<file path="config.mk">
export PLATFORM = sky130hd
export DESIGN_NAME = mem_rd_arbiter
export DESIGN_NICKNAME = d
export VERILOG_FILES = /design/src/rtl/mem_rd_arbiter.sv
export SDC_FILE = /design/constraint.sdc
export NUM_CORES = 1
export LEC_CHECK = 0
export ABC_AREA = 1
export BUFFER_PORTS_ARGS = -buffer_cell sky130_fd_sc_hd__buf_2
export CAP_MARGIN = 30
export CORE_ASPECT_RATIO = 0.75
export CORE_MARGIN = 10
export CORE_UTILIZATION = 39
export DETAILED_ROUTE_END_ITERATION = 12
export GPL_ROUTABILITY_DRIVEN = 1
export PLACE_DENSITY = 0.78
export SETUP_SLACK_MARGIN = 0.2
export SLEW_MARGIN = 10
export SYNTH_ARGS = -nofsm -noshare
export SYNTH_HDL_FRONTEND = slang
export SYNTH_SLANG_ARGS = --single-unit
</file>
<file path="constraint.sdc">
create_clock -name clk -period 2.1 [get_ports clk]
set_clock_uncertainty 0.15 [all_clocks]
set_input_delay 0.525 -clock clk [delete_from_list [all_inputs] [get_ports clk]]
set_output_delay 0.525 -clock clk [all_outputs]
set_load 0.03 [all_outputs]
</file>
<file path="src/rtl/mem_rd_arbiter.sv">
// mem_rd_arbiter: round-robin sharing of one single-port memory read port.
// Each read holds strobe and address for RD_CYCLES clocks, followed by a
// one-cycle idle gap. Read data goes back to the winner with a one-cycle
// rvalid pulse. All outputs come straight from flops.

module mem_rd_arbiter #(
  parameter int NREQ      = 2,
  parameter int AW        = 8,
  parameter int DW        = 8,
  parameter int RD_CYCLES = 2
) (
  input  logic                 clk,
  input  logic                 rst_n,
  input  logic                 en,
  input  logic [NREQ-1:0]      req,
  input  logic [NREQ*AW-1:0]   req_addr,
  output logic [NREQ-1:0]      gnt,
  output logic [NREQ-1:0]      rvalid,
  output logic [DW-1:0]        rdata,
  output logic                 mem_ce,
  output logic                 mem_rd,
  output logic [AW-1:0]        mem_addr,
  input  logic [DW-1:0]        mem_rdata
);

  localparam int PW = (NREQ > 1) ? $clog2(NREQ) : 1;
  localparam int CW = (RD_CYCLES > 1) ? $clog2(RD_CYCLES) : 1;
  localparam logic [CW-1:0] CNT_LAST = CW'(RD_CYCLES - 1);
  localparam logic [PW-1:0] IDX_LAST = PW'(NREQ - 1);

  typedef enum logic [1:0] {
    ST_IDLE = 2'd0,
    ST_READ = 2'd1,
    ST_GAP  = 2'd2
  } state_e;

  state_e            state_q, state_d;
  logic [PW-1:0]     ptr_q, ptr_d;
  logic [PW-1:0]     win_q, win_d;
  logic [CW-1:0]     cnt_q, cnt_d;
  logic [NREQ-1:0]   gnt_q, gnt_d;
  logic [NREQ-1:0]   rvalid_q, rvalid_d;
  logic [DW-1:0]     rdata_q, rdata_d;
  logic              mem_ce_q, mem_ce_d;
  logic              mem_rd_q, mem_rd_d;
  logic [AW-1:0]     mem_addr_q, mem_addr_d;

  logic [PW-1:0]     win_s;
  logic              found_s;
  logic [PW:0]       cand_s;

  // Round-robin pick: first asserted request at or after the pointer, wrapping.
  always_comb begin
    win_s   = '0;
    found_s = 1'b0;
    cand_s  = '0;
    for (int k = 0; k < NREQ; k++) begin
      cand_s = {1'b0, ptr_q} + (PW+1)'(k);
      if (cand_s >= (PW+1)'(NREQ)) begin
        cand_s = cand_s - (PW+1)'(NREQ);
      end else begin
        cand_s = cand_s;
      end
      if (!found_s && req[cand_s[PW-1:0]]) begin
        found_s = 1'b1;
        win_s   = cand_s[PW-1:0];
      end else begin
        found_s = found_s;
        win_s   = win_s;
      end
    end
  end

  // Read sequencer: next state, arbitration bookkeeping and output values.
  always_comb begin
    state_d    = state_q;
    ptr_d      = ptr_q;
    win_d      = win_q;
    cnt_d      = cnt_q;
    gnt_d      = '0;
    rvalid_d   = '0;
    rdata_d    = rdata_q;
    mem_rd_d   = 1'b0;
    mem_addr_d = mem_addr_q;
    case (state_q)
      ST_IDLE: begin
        // mem_ce_q must already be high so the strobe never leads chip enable.
        if (en && mem_ce_q && found_s) begin
          state_d      = ST_READ;
          win_d        = win_s;
          ptr_d        = (win_s == IDX_LAST) ? '0 : win_s + PW'(1);
          cnt_d        = '0;
          mem_rd_d     = 1'b1;
          mem_addr_d   = req_addr[int'(win_s)*AW +: AW];
          gnt_d[win_s] = 1'b1;
        end else begin
          state_d = ST_IDLE;
        end
      end
      ST_READ: begin
        // en and req are deliberately ignored until the read finishes.
        if (cnt_q == CNT_LAST) begin
          state_d         = ST_GAP;
          cnt_d           = '0;
          mem_rd_d        = 1'b0;
          rdata_d         = mem_rdata;
          rvalid_d[win_q] = 1'b1;
        end else begin
          state_d  = ST_READ;
          cnt_d    = cnt_q + CW'(1);
          mem_rd_d = 1'b1;
        end
      end
      ST_GAP: begin
        state_d = ST_IDLE;
      end
      default: begin
        state_d = ST_IDLE;
      end
    endcase
    // Chip enable tracks en while idle but stays up for any read under way.
    mem_ce_d = en | (state_d != ST_IDLE);
  end

  // State and output registers; reset drops any in-flight read silently.
  always_ff @(posedge clk or negedge rst_n) begin
    if (!rst_n) begin
      state_q    <= ST_IDLE;
      ptr_q      <= '0;
      win_q      <= '0;
      cnt_q      <= '0;
      gnt_q      <= '0;
      rvalid_q   <= '0;
      rdata_q    <= '0;
      mem_ce_q   <= 1'b0;
      mem_rd_q   <= 1'b0;
      mem_addr_q <= '0;
    end else begin
      state_q    <= state_d;
      ptr_q      <= ptr_d;
      win_q      <= win_d;
      cnt_q      <= cnt_d;
      gnt_q      <= gnt_d;
      rvalid_q   <= rvalid_d;
      rdata_q    <= rdata_d;
      mem_ce_q   <= mem_ce_d;
      mem_rd_q   <= mem_rd_d;
      mem_addr_q <= mem_addr_d;
    end
  end

  assign gnt      = gnt_q;
  assign rvalid   = rvalid_q;
  assign rdata    = rdata_q;
  assign mem_ce   = mem_ce_q;
  assign mem_rd   = mem_rd_q;
  assign mem_addr = mem_addr_q;

  mem_rd_arbiter_chk #(
    .NREQ (NREQ),
    .AW   (AW)
  ) u_chk (
    .clk      (clk),
    .rst_n    (rst_n),
    .gnt      (gnt_q),
    .rvalid   (rvalid_q),
    .mem_ce   (mem_ce_q),
    .mem_rd   (mem_rd_q),
    .mem_addr (mem_addr_q)
  );

endmodule

// Protocol invariants on the memory-side and requester-side outputs.
module mem_rd_arbiter_chk #(
  parameter int NREQ = 2,
  parameter int AW   = 8
) (
  input  logic            clk,
  input  logic            rst_n,
  input  logic [NREQ-1:0] gnt,
  input  logic [NREQ-1:0] rvalid,
  input  logic            mem_ce,
  input  logic            mem_rd,
  input  logic [AW-1:0]   mem_addr
);

  a_rd_under_ce: assert property (@(posedge clk) disable iff (!rst_n)
    mem_rd |-> mem_ce);

  a_gnt_onehot: assert property (@(posedge clk) disable iff (!rst_n)
    $onehot0(gnt));

  a_rvalid_onehot: assert property (@(posedge clk) disable iff (!rst_n)
    $onehot0(rvalid));

  a_gnt_starts_read: assert property (@(posedge clk) disable iff (!rst_n)
    (gnt != '0) |-> mem_rd);

  a_rvalid_after_strobe: assert property (@(posedge clk) disable iff (!rst_n)
    (rvalid != '0) |-> !mem_rd);

  a_addr_stable: assert property (@(posedge clk) disable iff (!rst_n)
    (mem_rd && $past(mem_rd)) |-> $stable(mem_addr));

endmodule

</file>
* After elaboration in Yosys (flattened, before gate mapping)
Cells that the tools add are included.
Storage, ports and cells: bits in registers 27
Operators by class: equal/unequal tests 2, bitwise logic cells 1, magnitude comparators 8, muxes and demuxes 28, reductions and logical operators 12, $add $sub $neg 5, shift operators 1
Operators with widths (count):
- two-way mux 1 bit | 18
- indexed part select 16 x 5 -> 8 bit | 1
- two-way mux 2 bit | 5
- < comparator 1 x 2 -> 1 bit (second input constant) | 4
- AND reduction 2 bit | 3
- logical AND 1 bit | 5
- case mux 1 bit (2 select lines) | 2
- case mux 2 bit (2 select lines) | 1
- nonzero test 2 bit | 2
- adder 1 bit (second input constant) | 2
- adder 1 x 1 -> 2 bit (second input constant) | 1
- demux 1 bit (select 1 bit) | 2
- == test 2 x 1 -> 1 bit (second input constant) | 1
- greater-or-equal comparator 1 bit (second input constant) | 2
- greater-or-equal comparator 1 x 2 -> 1 bit (second input constant) | 1
- greater-or-equal comparator 2 bit (second input constant) | 1
- logical NOT 2 bit | 1
- inequality test 2 bit (second input constant) | 1
- subtractor 1 bit (second input constant) | 2
- logical NOT 1 bit | 1
- bitwise OR 1 bit | 1

* Logic depth before layout (Yosys ltp)
Gate-level depths: netlist of run 1.
word-level depth 14, mapped depth 7, mapped depth without buffers 7

* Worst setup path after synthesis of run 1
No wires, ideal clock.
path kind reg2reg, start point reg state_q[0], end point reg rdata_q[0], in the netlist rdata[0], slack 0.697 ns, clock period less this slack 1.403 ns, stages on the path, launching flop included 7, library setup time 0.117 ns, required time 1.833 ns, arrival time 1.136 ns, cells stage by stage dfrtp_1 inv_1 nor2_1 nand2_1 buf_2 nand2_1 nand2_1
On the way: word-level cells in the longest chain between the ends 2
RTL lines:
- from (decl) | RTL line 37 | state_e state_q, state_d;
- from (signal assigned) | RTL line 139 | state_q <= state_d;
- == test 2 x 1 -> 1 bit | RTL line 85 | case (state_q)
- AND reduction 2 bit (no source line)
- to (signal assigned) | RTL line 145 | rdata_q <= rdata_d;
- to (decl) | RTL line 43 | logic [DW-1:0] rdata_q, rdata_d;
No other way between the ends. A chain may end at the register's enable or synchronous reset.

* Worst setup path in the final report of run 1
start point reg mem_addr_q[3], in the netlist mem_addr[3], end point out mem_addr[3]
RTL lines:
- from (decl) | RTL line 46 | logic [AW-1:0] mem_addr_q, mem_addr_d;
- from (signal assigned) | RTL line 148 | mem_addr_q <= mem_addr_d;
- to (decl) | RTL line 22 | output logic [AW-1:0] mem_addr,
No word-level cell between the ends.

==> results of run 1 <==
cell families after synthesis:
logic type             share of synthesized area
DFF                                        0.585
and+or+nand+nor                            0.363
buffers and inverters                     0.0517
report_power, final:
part	internal, W	total, W	switching, W
Combinational	0.000279	0.000980	0.000700
Sequential	0.000706	0.000807	0.000101
Clock	0.000255	0.000400	0.000146
final cells by class:
type / count / area (sq um)
fill: 276 / 1200
sequential: 26 / 651
multi-input combinational: 96 / 404
timing repair buffer: 51 / 258
tap: 36 / 45.0
clock buffer: 3 / 41.3
inverter: 9 / 33.8
clock inverter: 1 / 30.0
worst paths after layout:
kind | end | cells past startpoint
worst min register to register | rvalid[0]$_DFF_PN0_ | 1
min in group clk | rdata[2]$_DFFE_PN0P_ | 3
worst min-delay path | rvalid[1]$_DFF_PN0_ | 1
worst max register to register | rdata[6]$_DFFE_PN0P_ | 6
max in group asynchronous | mem_ce$_DFF_PN0_ | 1
worst max-delay path | mem_addr[3] | 1
flip-flops by register name, summed over array words and instances (netlist names):
signal,cells
gnt,2
cnt_q,1
mem_addr,8
state_q,2
rvalid,2
mem_ce,1
rdata,8
ptr_q,1
win_q,1
cell usage in the layout (no fill, tap or decap):
| cell type | n |
|---|---|
| clkinv_1 | 1 |
| nor3_4 | 1 |
| dfrtp_1 | 26 |
| or2_2 | 1 |
| nand3_2 | 1 |
| buf_2 | 50 |
| nand2_1 | 77 |
| nor2_4 | 1 |
| inv_1 | 8 |
| nor2_1 | 5 |
| buf_4 | 1 |
| nand2_2 | 2 |
| nand3_1 | 8 |
| bufinv_16 | 1 |
| clkbuf_8 | 3 |
layer usage:
layer,part of all wire,up-vias,GRT usage
met3,0.047,4,0.0299
met2,0.52,16,0.177
met4,0.014,0,0.0381
met5,0,-,0
li1,-,509,-
met1,0.41,441,0.118
cells in the mapped netlist:
master / n
buf_2: 1
buf_4: 1
buf_6: 1
clkinv_1: 1
dfrtp_1: 26
inv_1: 8
nand2_1: 77
nand2_2: 2
nand3_1: 8
nand3_2: 1
nor2_1: 5
nor2_4: 1
nor3_4: 1
or2_2: 1
stage by stage:
| stage | area (sq um) | power [W] | setup slack, ns | util |
|---|---|---|---|---|
| after floorplan | 1110 | 0.00150 | 0.697 | - |
| after global placement | 1390 | 0.00180 | 0.531 | 0.523 |
| after detailed placement | 1390 | 0.00181 | 0.504 | 0.523 |
| after CTS | 1460 | 0.00222 | 0.564 | 0.549 |
| after global routing | 1460 | 0.00236 | 0.531 | 0.549 |
| final | 1460 | 0.00219 | 0.583 | 0.549 |
==> summary.txt, run 1 <==
Synth
  – Register area share after synthesis: 0.585
  – Mapped Nets: 163
  – Netlist cell types: 14
  – Avg Inst Size Synth: 8.30 sq um
  – Synth warn: 0
  – Flops & latches, synth: 26
  – Area contributors post-synth: dfrtp_1 58%, nand2_1 26%, nand3_1 3.6%
  – Cell Area, Synth: approximately 0.0011 sq mm
  – Post-synth top area cell: dfrtp_1
  – Gate Count Post-Synth: 134
  – Post-synth top area share: 0.585

Clock network
  – Clock Latency Late Sink: 0.27 ns
  – Hold-fix buffers, CTS: 0
  – TritonCTS Buffers: 3
  – Clock H-tree levels: 1
  – Clk pin slew, worst setup/hold paths: 0.09 ns
  – CTS Sinks: 26
  – Resize count post-CTS: 0
  – Post-CTS setup buffers: 0
  – CTS tree: built
  – Clock tree buffer depth: 2
  – Clock root buffer: clkbuf_8

Cells and area
  – Final Instance Count excl. Fillers: 222
  – Final nets: approximately 220
  – Layout cell share with drive strength beyond 1: 0.328
  – Antenna cells: 0
  – Area Overhead vs Synth: 31.5%

Timing
  – Fin crit period: about 1.5 ns
  – Setup TNS: 0 ns
  – Hold Fails Final Rpt: 0
  – Slew headroom: 0.644
  – FMAX: 0.659 GHz
  – Slew Viols, Final: 0
  – Slew at the pin closest to its max-slew limit: 0.535 ns
  – Min Hold Slack: 0.0807 ns
  – Final worst-path cycle share: 0.723
  – RSZ-0062 raised after global routing: false
  – Final setup vio count: 0

Worst setup path
  – CP max-delay cell: dfrtp_1
  – CP startpoint: mem_addr[3]$_DFFE_PN0P_
  – Delay-heaviest family, CP: flip-flops
  – Critical Path AT: 0.84 ns
  – R2R Setup Slk: about 0.77 ns
  – Critical Path Fanout Max: 2
  – Startpoint Class: register
  – CP max stage delay: about 0.39 ns
  – Reg2reg start: state_q[0]$_DFF_PN0_
  – Crit end category: output port
  – Critical path class: reg2out
  – Worst Path Required: 1.42 ns
  – WP buf/inv: 1
  – CP cell instances: buf_2

Route
  – DRC viols: 0
  – Routed vias/inst: 4.37
  – Vias post-DR: 970
  – Router iterations before antenna repair: 4
  – Final ANT Viol Nets: 0
  – Routed len/inst: 11.9 microns
  – Iter 0 DRT Violations: 50
  – Post-Route WL: 2.64 mm

Power
  – Leakage power: 0.896 nW
  – Power Density: 1500 mW/mm^2
  – Maximum vdd ir drop: 0.821 mV

Die
  – Starting Density: 0.418
  – IO Pins: 51
  – Die width: 81.7 microns
  – Die footprint: 0.00541 sq mm
  – DIE HEIGHT: roughly 66 microns
  – Row count: 16
  – Core Area: 0.00266 sq mm

GRT
  – Initial antenna violation count: 0
  – Pin count of the biggest net entering global routing: 27
  – Grt total ovfl: 0
  – GRT Overall Usage: 0.103
  – Number of global-route vias before repair: 972
  – Wire length of the first global-routing pass: 4.47 mm

Place
  – Input/output buffers: 50
  – Dpl cells: 218
  – Placed wire-length estimate: ~2.1 mm
  – GPL Wtd Cong: 0.767

Min path
  – Hold Crit Class: in2async

Flow run
  – Number of max-cap violations: 0

Run status
  – Outcome: finished, final reports clean
(Power assumes the default switching activity.)
==> inputs of run 2 (changes only) <==
==> constraint.sdc (replaced) <==
create_clock -name clk -period 1.5 [get_ports clk]
set_clock_uncertainty 0.15 [all_clocks]
set_input_delay 0.375 -clock clk [delete_from_list [all_inputs] [get_ports clk]]
set_output_delay 0.375 -clock clk [all_outputs]
set_load 0.03 [all_outputs]
==> run 2 against run 1 <==
Hold slack gained 0.066 ns. Register-to-register slack lost 0.55 ns. Combinational power grew 91%. Sequential cell count is the same. Wire length grew 7.1%. Clock-buffer cell count is the same. Total power grew 66%. Via count grew 5.4%. Final area grew 19%. Sequential share of layout area shrank 7.0 points. Die area is the same. Critical path type unchanged. Largest cell class unchanged. Highest routed layer unchanged.
==> summary.txt, run 2 (synthesis results as in run 1) <==
Cells and area
  – Final Instance Count excl. Fillers: 233 (+5.0%)
  – Antenna cells: 0 (unchanged)
  – Layout cell share with drive strength beyond 1: 0.406 (+0.0781)
  – Most frequent cells in the layout: 75 x nand2_1, 28 x buf_2, 24 x dfrtp_1
  – Fin area: 0.00174 sq mm (+19%)
  – Area Overhead vs Synth: 56.5%
  – Final nets: 227 (+5.1%)
  – Leading cell type in the layout, fill and taps excluded: nand2_1

Worst setup path
  – Critical Path AT: 0.83 ns (about the same)
  – CP max-delay cell: dfrtp_2
  – CP max stage delay: 0.43 ns (+0.04 ns)
  – Startpoint Class: register
  – R2R Setup Slk: 0.22 ns (-0.55 ns)
  – CP cell instances: buf_6
  – R2R cell count: 6 (unchanged)
  – Critical Path Fanout Max: 2 (unchanged)
  – Crit end category: output port
  – WP buf/inv: 1 (unchanged)
  – Worst Path Required: 0.97 ns (-0.45 ns)
  – Critical path class: reg2out
  – R2R Path End: ptr_q$_DFFE_PN0P_
  – Reg2reg start: state_q[0]$_DFF_PN0_
  – Delay-heaviest family, CP: flip-flops

Die
  – Die footprint: 0.00541 sq mm (unchanged)
  – DIE HEIGHT: 66.3 microns (unchanged)
  – Starting Density: 0.418 (unchanged)
  – IO Pins: 51 (unchanged)
  – Row count: 16 (unchanged)
  – Core Area: 0.00266 sq mm (unchanged)
  – Die width: 81.7 microns (unchanged)

Place
  – Dpl cells: 221 (+1.4%)
  – Pre-CTS setup slack: 0.0916 ns (-0.412 ns)
  – GPL Wtd Cong: 0.757 (-1.4%)
  – Dpl cell area: 0.00142 sq mm (+2.2%)
  – Placed wire-length estimate: 2.11 mm (-0.22%)
  – Input/output buffers: 50 (unchanged)

Clock network
  – Clock Latency Late Sink: 0.27 ns (about the same)
  – Clk pin slew, worst setup/hold paths: 0.09 ns (about the same)
  – CTS Sinks: 26 (unchanged)
  – CTS tree: built
  – TritonCTS Buffers: 3 (unchanged)
  – Clock H-tree levels: 1 (unchanged)
  – Clock tree buffer depth: 2 (unchanged)
  – Clock root buffer: clkbuf_8

Timing
  – Final setup vio count: 0 (unchanged)
  – Final worst-path cycle share: 0.906
  – Setup WS post-layout: 0.140 ns (-0.442 ns)
  – Slew headroom: 0.786 (+0.142)
  – FMAX: 0.736 GHz
  – Hold Fails Final Rpt: 0 (unchanged)
  – Slew at the pin closest to its max-slew limit: 0.321 ns (-0.214 ns)
  – Slew Viols, Final: 0 (unchanged)
  – RSZ-0062 raised after global routing: true
  – Setup TNS: 0 ns (unchanged)
  – Fin crit period: between 1 and 1.5 ns

GRT
  – GRT Overall Usage: 0.110 (+0.00674)
  – Number of global-route vias before repair: 1054 (+8.4%)
  – Grt total ovfl: 0 (unchanged)
  – Pin count of the biggest net entering global routing: 27 (unchanged)
  – Initial antenna violation count: 0 (unchanged)
  – Wire length of the first global-routing pass: 4.83 mm (+8.0%)

Power
  – Leakage power: 0.988 nW (+10%)
  – Net switching power figure: 0.00148 W (+56%)
  – Int Pwr: 0.00216 W (+74%)
  – Flop pwr share: 0.329 (-0.040)
  – Clock share of power: 0.156 (-0.027)
  – Comb power frac: 0.514 (+0.066)
  – Power Density: 2090 mW/mm^2 (+40%)
  – Sw Ratio: 0.407 (-0.0263)
  – Maximum vdd ir drop: 0.987 mV (+20%)

Route
  – Iter 0 DRT Violations: 50 (unchanged)
  – Vias post-DR: 1022 (+5.4%)
  – Routed vias/inst: 4.39 (+0.39%)
  – Routed len/inst: 12.2 microns (+2.1%)
  – DRC viols: 0 (unchanged)
  – Post-Route WL: 2.83 mm (+7.1%)
  – Router iterations before antenna repair: 4 (unchanged)
  – Final ANT Viol Nets: 0 (unchanged)

Min path
  – Hold path depth: 3
  – Hold Startpoint: mem_rdata[5]
  – Hold Crit Class: in2reg
  – Min-Delay Endpoint: rdata[5]$_DFFE_PN0P_

Flow run
  – Number of max-cap violations: 0 (unchanged)

Run status
  – Outcome: finished, final reports clean
[run 2: worst min-delay path, delay by kind of cell]
kind	cells	cell delay, ns
AND/OR/NAND/NOR	2	0.08
buffers and inverters	1	0.08
[run 2: cell type report]
class | count | area [sq um]
timing repair buffer | 61 | 485
tap | 36 | 45.0
inverter | 9 | 36.3
sequential | 26 | 653
clock inverter | 1 | 30.0
fill | 214 | 922
multi-input combinational | 97 | 449
clock buffer | 3 | 41.3
[run 2: worst max-delay path by stage]
| stage | from | slack (ns) | to | cells after the start |
|---|---|---|---|---|
| 6_report | state_q[0]$_DFF_PN0_ | 0.14 | mem_rd | 1 |
| 3_5_place_dp | en | 0.09 | mem_addr[2]$_DFFE_PN0P_ | 6 |
| 2_1_floorplan | mem_ce$_DFF_PN0_ | 0.20 | mem_addr[0]$_DFFE_PN0P_ | 6 |
| 5_1_grt | mem_ce$_DFF_PN0_ | 0.11 | mem_ce | 1 |
| 3_3_place_gp | en | 0.15 | mem_addr[1]$_DFFE_PN0P_ | 6 |
| 4_1_cts | state_q[0]$_DFF_PN0_ | 0.13 | mem_rd | 1 |
[run 2: timing repair]
item                                   4_1_cts  5_1_grt
endpoints found under the hold margin       26        0
setup buffers                                4        2
pin swaps                                    1        1
setup endpoints to repair                   35       43
cloned                                       0        1
gates resized for setup                     47        6
hold buffers                                 1        0
[run 2: power by group through the flow]
stage / clock [W] / sequential, W / combinational, W
final: 0.000568 / 0.00120 / 0.00187
after global routing: 0.000613 / 0.00123 / 0.00202
after CTS: 0.000581 / 0.00119 / 0.00181
after detailed placement: 0 / 0.00114 / 0.00143
after global placement: 0 / 0.00115 / 0.00140
after floorplan: 0 / 0.00163 / 0.000498
[run 2: through the flow]
stage / power, W / hold slack (ns) / utilization
5_1_grt: 0.00387 / 0.133 / 0.654
6_report: 0.00364 / 0.146 / 0.654
2_1_floorplan: 0.00212 / -0.0706 / -
3_3_place_gp: 0.00255 / 0.230 / 0.534
3_5_place_dp: 0.00257 / 0.235 / 0.534
4_1_cts: 0.00358 / 0.143 / 0.636
[run 2: routing by layer]
metal | vias to the layer above | track usage | share of wire
li1 | 533 | - | -
met4 | 0 | 0.0254 | 0.0085
met3 | 2 | 0.0326 | 0.060
met2 | 17 | 0.195 | 0.53
met1 | 470 | 0.126 | 0.40
met5 | - | 0 | 0
==> inputs of run 3 (changes only) <==
--- a/config.mk
+++ b/config.mk
@@ -8,12 +8,14 @@
 export ABC_AREA = 1
 export BUFFER_PORTS_ARGS = -buffer_cell sky130_fd_sc_hd__buf_2
 export CAP_MARGIN = 30
+export CELL_PAD_IN_SITES_DETAIL_PLACEMENT = 1
+export CELL_PAD_IN_SITES_GLOBAL_PLACEMENT = 1
 export CORE_ASPECT_RATIO = 0.75
 export CORE_MARGIN = 10
-export CORE_UTILIZATION = 39
+export CORE_UTILIZATION = 32
 export DETAILED_ROUTE_END_ITERATION = 12
 export GPL_ROUTABILITY_DRIVEN = 1
-export PLACE_DENSITY = 0.78
+export PLACE_DENSITY = 0.87
 export SETUP_SLACK_MARGIN = 0.2
 export SLEW_MARGIN = 10
 export SYNTH_ARGS = -nofsm -noshare
==> run 3 against run 2 <==
Hold slack better by 0.0072 ns. Critical endpoint unchanged. Register-to-register slack lost 0.05 ns. Final area increased by 1.2%. Clock-buffer cell count up 1. Via count rose by 6.7%. Sequential share of layout area decreased by 0.43 points. First-iteration DRC count down 44%. Wire length increased by 35%. Core utilization fell by 12 points. Critical path type unchanged. Die area increased by 16%.
==> summary.txt, run 3 (synthesis results as in run 1) <==
Worst setup path
  – Stages on worst setup path: 1 (unchanged)
  – CP cell instances: buf_6
  – Worst Path Required: 0.97 ns (about the same)
  – R2R cell count: 6 (unchanged)
  – Critical Path AT: 0.85 ns (+0.02 ns)
  – Reg2reg start: state_q[0]$_DFF_PN0_
  – Critical Path Fanout Max: 2 (unchanged)
  – Startpoint Class: register
  – CP startpoint: state_q[0]$_DFF_PN0_
  – WP buf/inv: 1 (unchanged)
  – R2R Setup Slk: 0.17 ns (-0.05 ns)
  – Delay-heaviest family, CP: flip-flops
  – Crit path to: mem_rd
  – CP max stage delay: 0.44 ns (about the same)
  – CP max-delay cell: dfrtp_2
  – Critical path class: reg2out
  – R2R Path End: ptr_q$_DFFE_PN0P_
  – Crit end category: output port

Route
  – Iter 0 DRT Violations: 28 (-44%)
  – Final ANT Viol Nets: 0 (unchanged)
  – Routed len/inst: 15.8 microns (+30%)
  – Vias post-DR: 1090 (+6.7%)
  – DRC viols: 0 (unchanged)
  – Router iterations before antenna repair: 4 (unchanged)
  – Routed vias/inst: 4.52 (+3.1%)
  – Post-Route WL: 3.82 mm (+35%)

Cells and area
  – Most frequent cells in the layout: 75 x nand2_1, 28 x buf_2, 24 x dfrtp_1
  – Antenna cells: 0 (unchanged)
  – Final nets: 231 (+1.8%)
  – Leading cell type in the layout, fill and taps excluded: nand2_1
  – Register cell area after layout: 653 sq um (unchanged)
  – Area Overhead vs Synth: 58.3%
  – Fill cells: 406 (+90%)
  – Layout cell share with drive strength beyond 1: 0.418 (+0.0118)
  – Area of the multi-input gates: 427 sq um (-5.0%)

Die
  – Die footprint: 0.00626 sq mm (+16%)
  – Starting Density: 0.336 (-0.0818)
  – Die width: 88.1 microns (+7.9%)
  – Row count: 18 (+2)
  – IO Pins: 51 (unchanged)
  – Core Area: 0.00331 sq mm (+24%)
  – DIE HEIGHT: 71.1 microns (+7.3%)

Clock network
  – TritonCTS Buffers: 3 (unchanged)
  – Clk pin slew, worst setup/hold paths: 0.09 ns (about the same)
  – Clock tree buffer depth: 2 (unchanged)
  – CTS tree: built
  – Clock Latency Late Sink: 0.27 ns (about the same)
  – Clock root buffer: clkbuf_8
  – Clock H-tree levels: 1 (unchanged)
  – CTS Sinks: 26 (unchanged)

Power
  – Leakage power: 1.01 nW (+2.0%)
  – Power Density: 2090 mW/mm^2 (about the same)
  – Maximum vdd ir drop: 0.685 mV (-31%)

Place
  – Pre-CTS setup slack: 0.0565 ns (-0.0351 ns)
  – Input/output buffers: 50 (unchanged)
  – GPL Wtd Cong: 0.718 (-5.1%)
  – Placed wire-length estimate: 2.62 mm (+24%)

Timing
  – Setup WS post-layout: 0.126 ns (-0.0144 ns)
  – Fin crit period: 1.37 ns (+0.0144 ns)
  – Hold Fails Final Rpt: 0 (unchanged)
  – RSZ-0062 raised after global routing: true
  – Final worst-path cycle share: 0.916 (+0.00960)
  – Slew Viols, Final: 0 (unchanged)
  – Slew at the pin closest to its max-slew limit: 0.196 ns (-0.125 ns)
  – Slew headroom: 0.869 (+0.0829)
  – Setup TNS: 0 ns (unchanged)
  – Final setup vio count: 0 (unchanged)
  – FMAX: 0.728 GHz (-1.0%)

GRT
  – Initial antenna violation count: 0 (unchanged)
  – Pin count of the biggest net entering global routing: 27 (unchanged)
  – Number of global-route vias before repair: 1228 (+17%)
  – Wire length of the first global-routing pass: 6.00 mm (+24%)
  – GRT Overall Usage: 0.119 (+0.00918)
  – Grt total ovfl: 0 (unchanged)

Run status
  – Outcome: finished, final reports clean

Min path
  – Hold Crit Class: in2reg
  – Hold path depth: 3 (unchanged)

Flow run
  – Number of max-cap violations: 0 (unchanged)
==> run 3: cell count changes in the layout (fill, tap and decap cells not counted), sizes merged <==
cell    previous run  this run
clkbuf             3         4
buf               60        65
bufinv             1         0
nand3             10         9
==> run 3: per-stage QoR <==
stage,power [W],instance area [sq um],util,std cells,hold slack [ns]
after floorplan,0.00212,1120,-,134,-0.0706
after global placement,0.00256,1440,0.435,225,0.179
after detailed placement,0.00262,1440,0.435,225,0.184
after CTS,0.00354,1710,0.517,236,0.140
after global routing,0.00392,1760,0.532,241,0.155
final,0.00368,1760,0.532,241,0.153
==> run 3: layout make-up <==
type	count	area share
Sequential cell	26	0.371
Tap cell	40	0.0284
Clock buffer	4	0.0313
Inverter	9	0.0206
Timing Repair Buffer	66	0.306
Multi-Input combinational cell	96	0.242
==> run 3: worst register-to-register path: cells and delay by family (launching register included) <==
kind,cells,cell delay [ns]
buffers and inverters,2,0.28
flip-flops,1,0.44
AND/OR/NAND/NOR,4,0.41
==> run 3: repair_timing <==
action	4_1_cts	5_1_grt
hold endpoints to repair	26	0
setup buffers	6	5
endpoints found under the setup margin	40	45
resized for setup	47	5
pin swaps	1	1
hold buffers	1	0
==> run 3: power breakdown <==
group | total, W | internal [W] | switching (W) | leakage, nW
registers | 0.00121 | 0.000994 | 0.000215 | 0.326
clock network | 0.000446 | 0.000234 | 0.000212 | 0.0288
logic | 0.00202 | 0.000884 | 0.00114 | 0.653
total | 0.00368 | 0.00211 | 0.00156 | 1.01
==> run 3: worst min path at each step <==
stage,startpoint,to
finish,mem_rdata[0],rdata[0]$_DFFE_PN0P_
global route,mem_rdata[4],rdata[4]$_DFFE_PN0P_
CTS,mem_rdata[4],rdata[4]$_DFFE_PN0P_
detailed placement,rst_n,gnt[0]$_DFF_PN0_
global placement,rst_n,gnt[0]$_DFF_PN0_
floorplan,rst_n,cnt_q$_DFFE_PN0P_
==> run 3: per-layer routing <==
layer,vias to the layer above,wire (microns),GRT usage
met4,0,46,0.0243
met5,-,0,0
met2,15,2240,0.231
met3,4,150,0.0297
met1,537,1380,0.124
li1,534,-,-
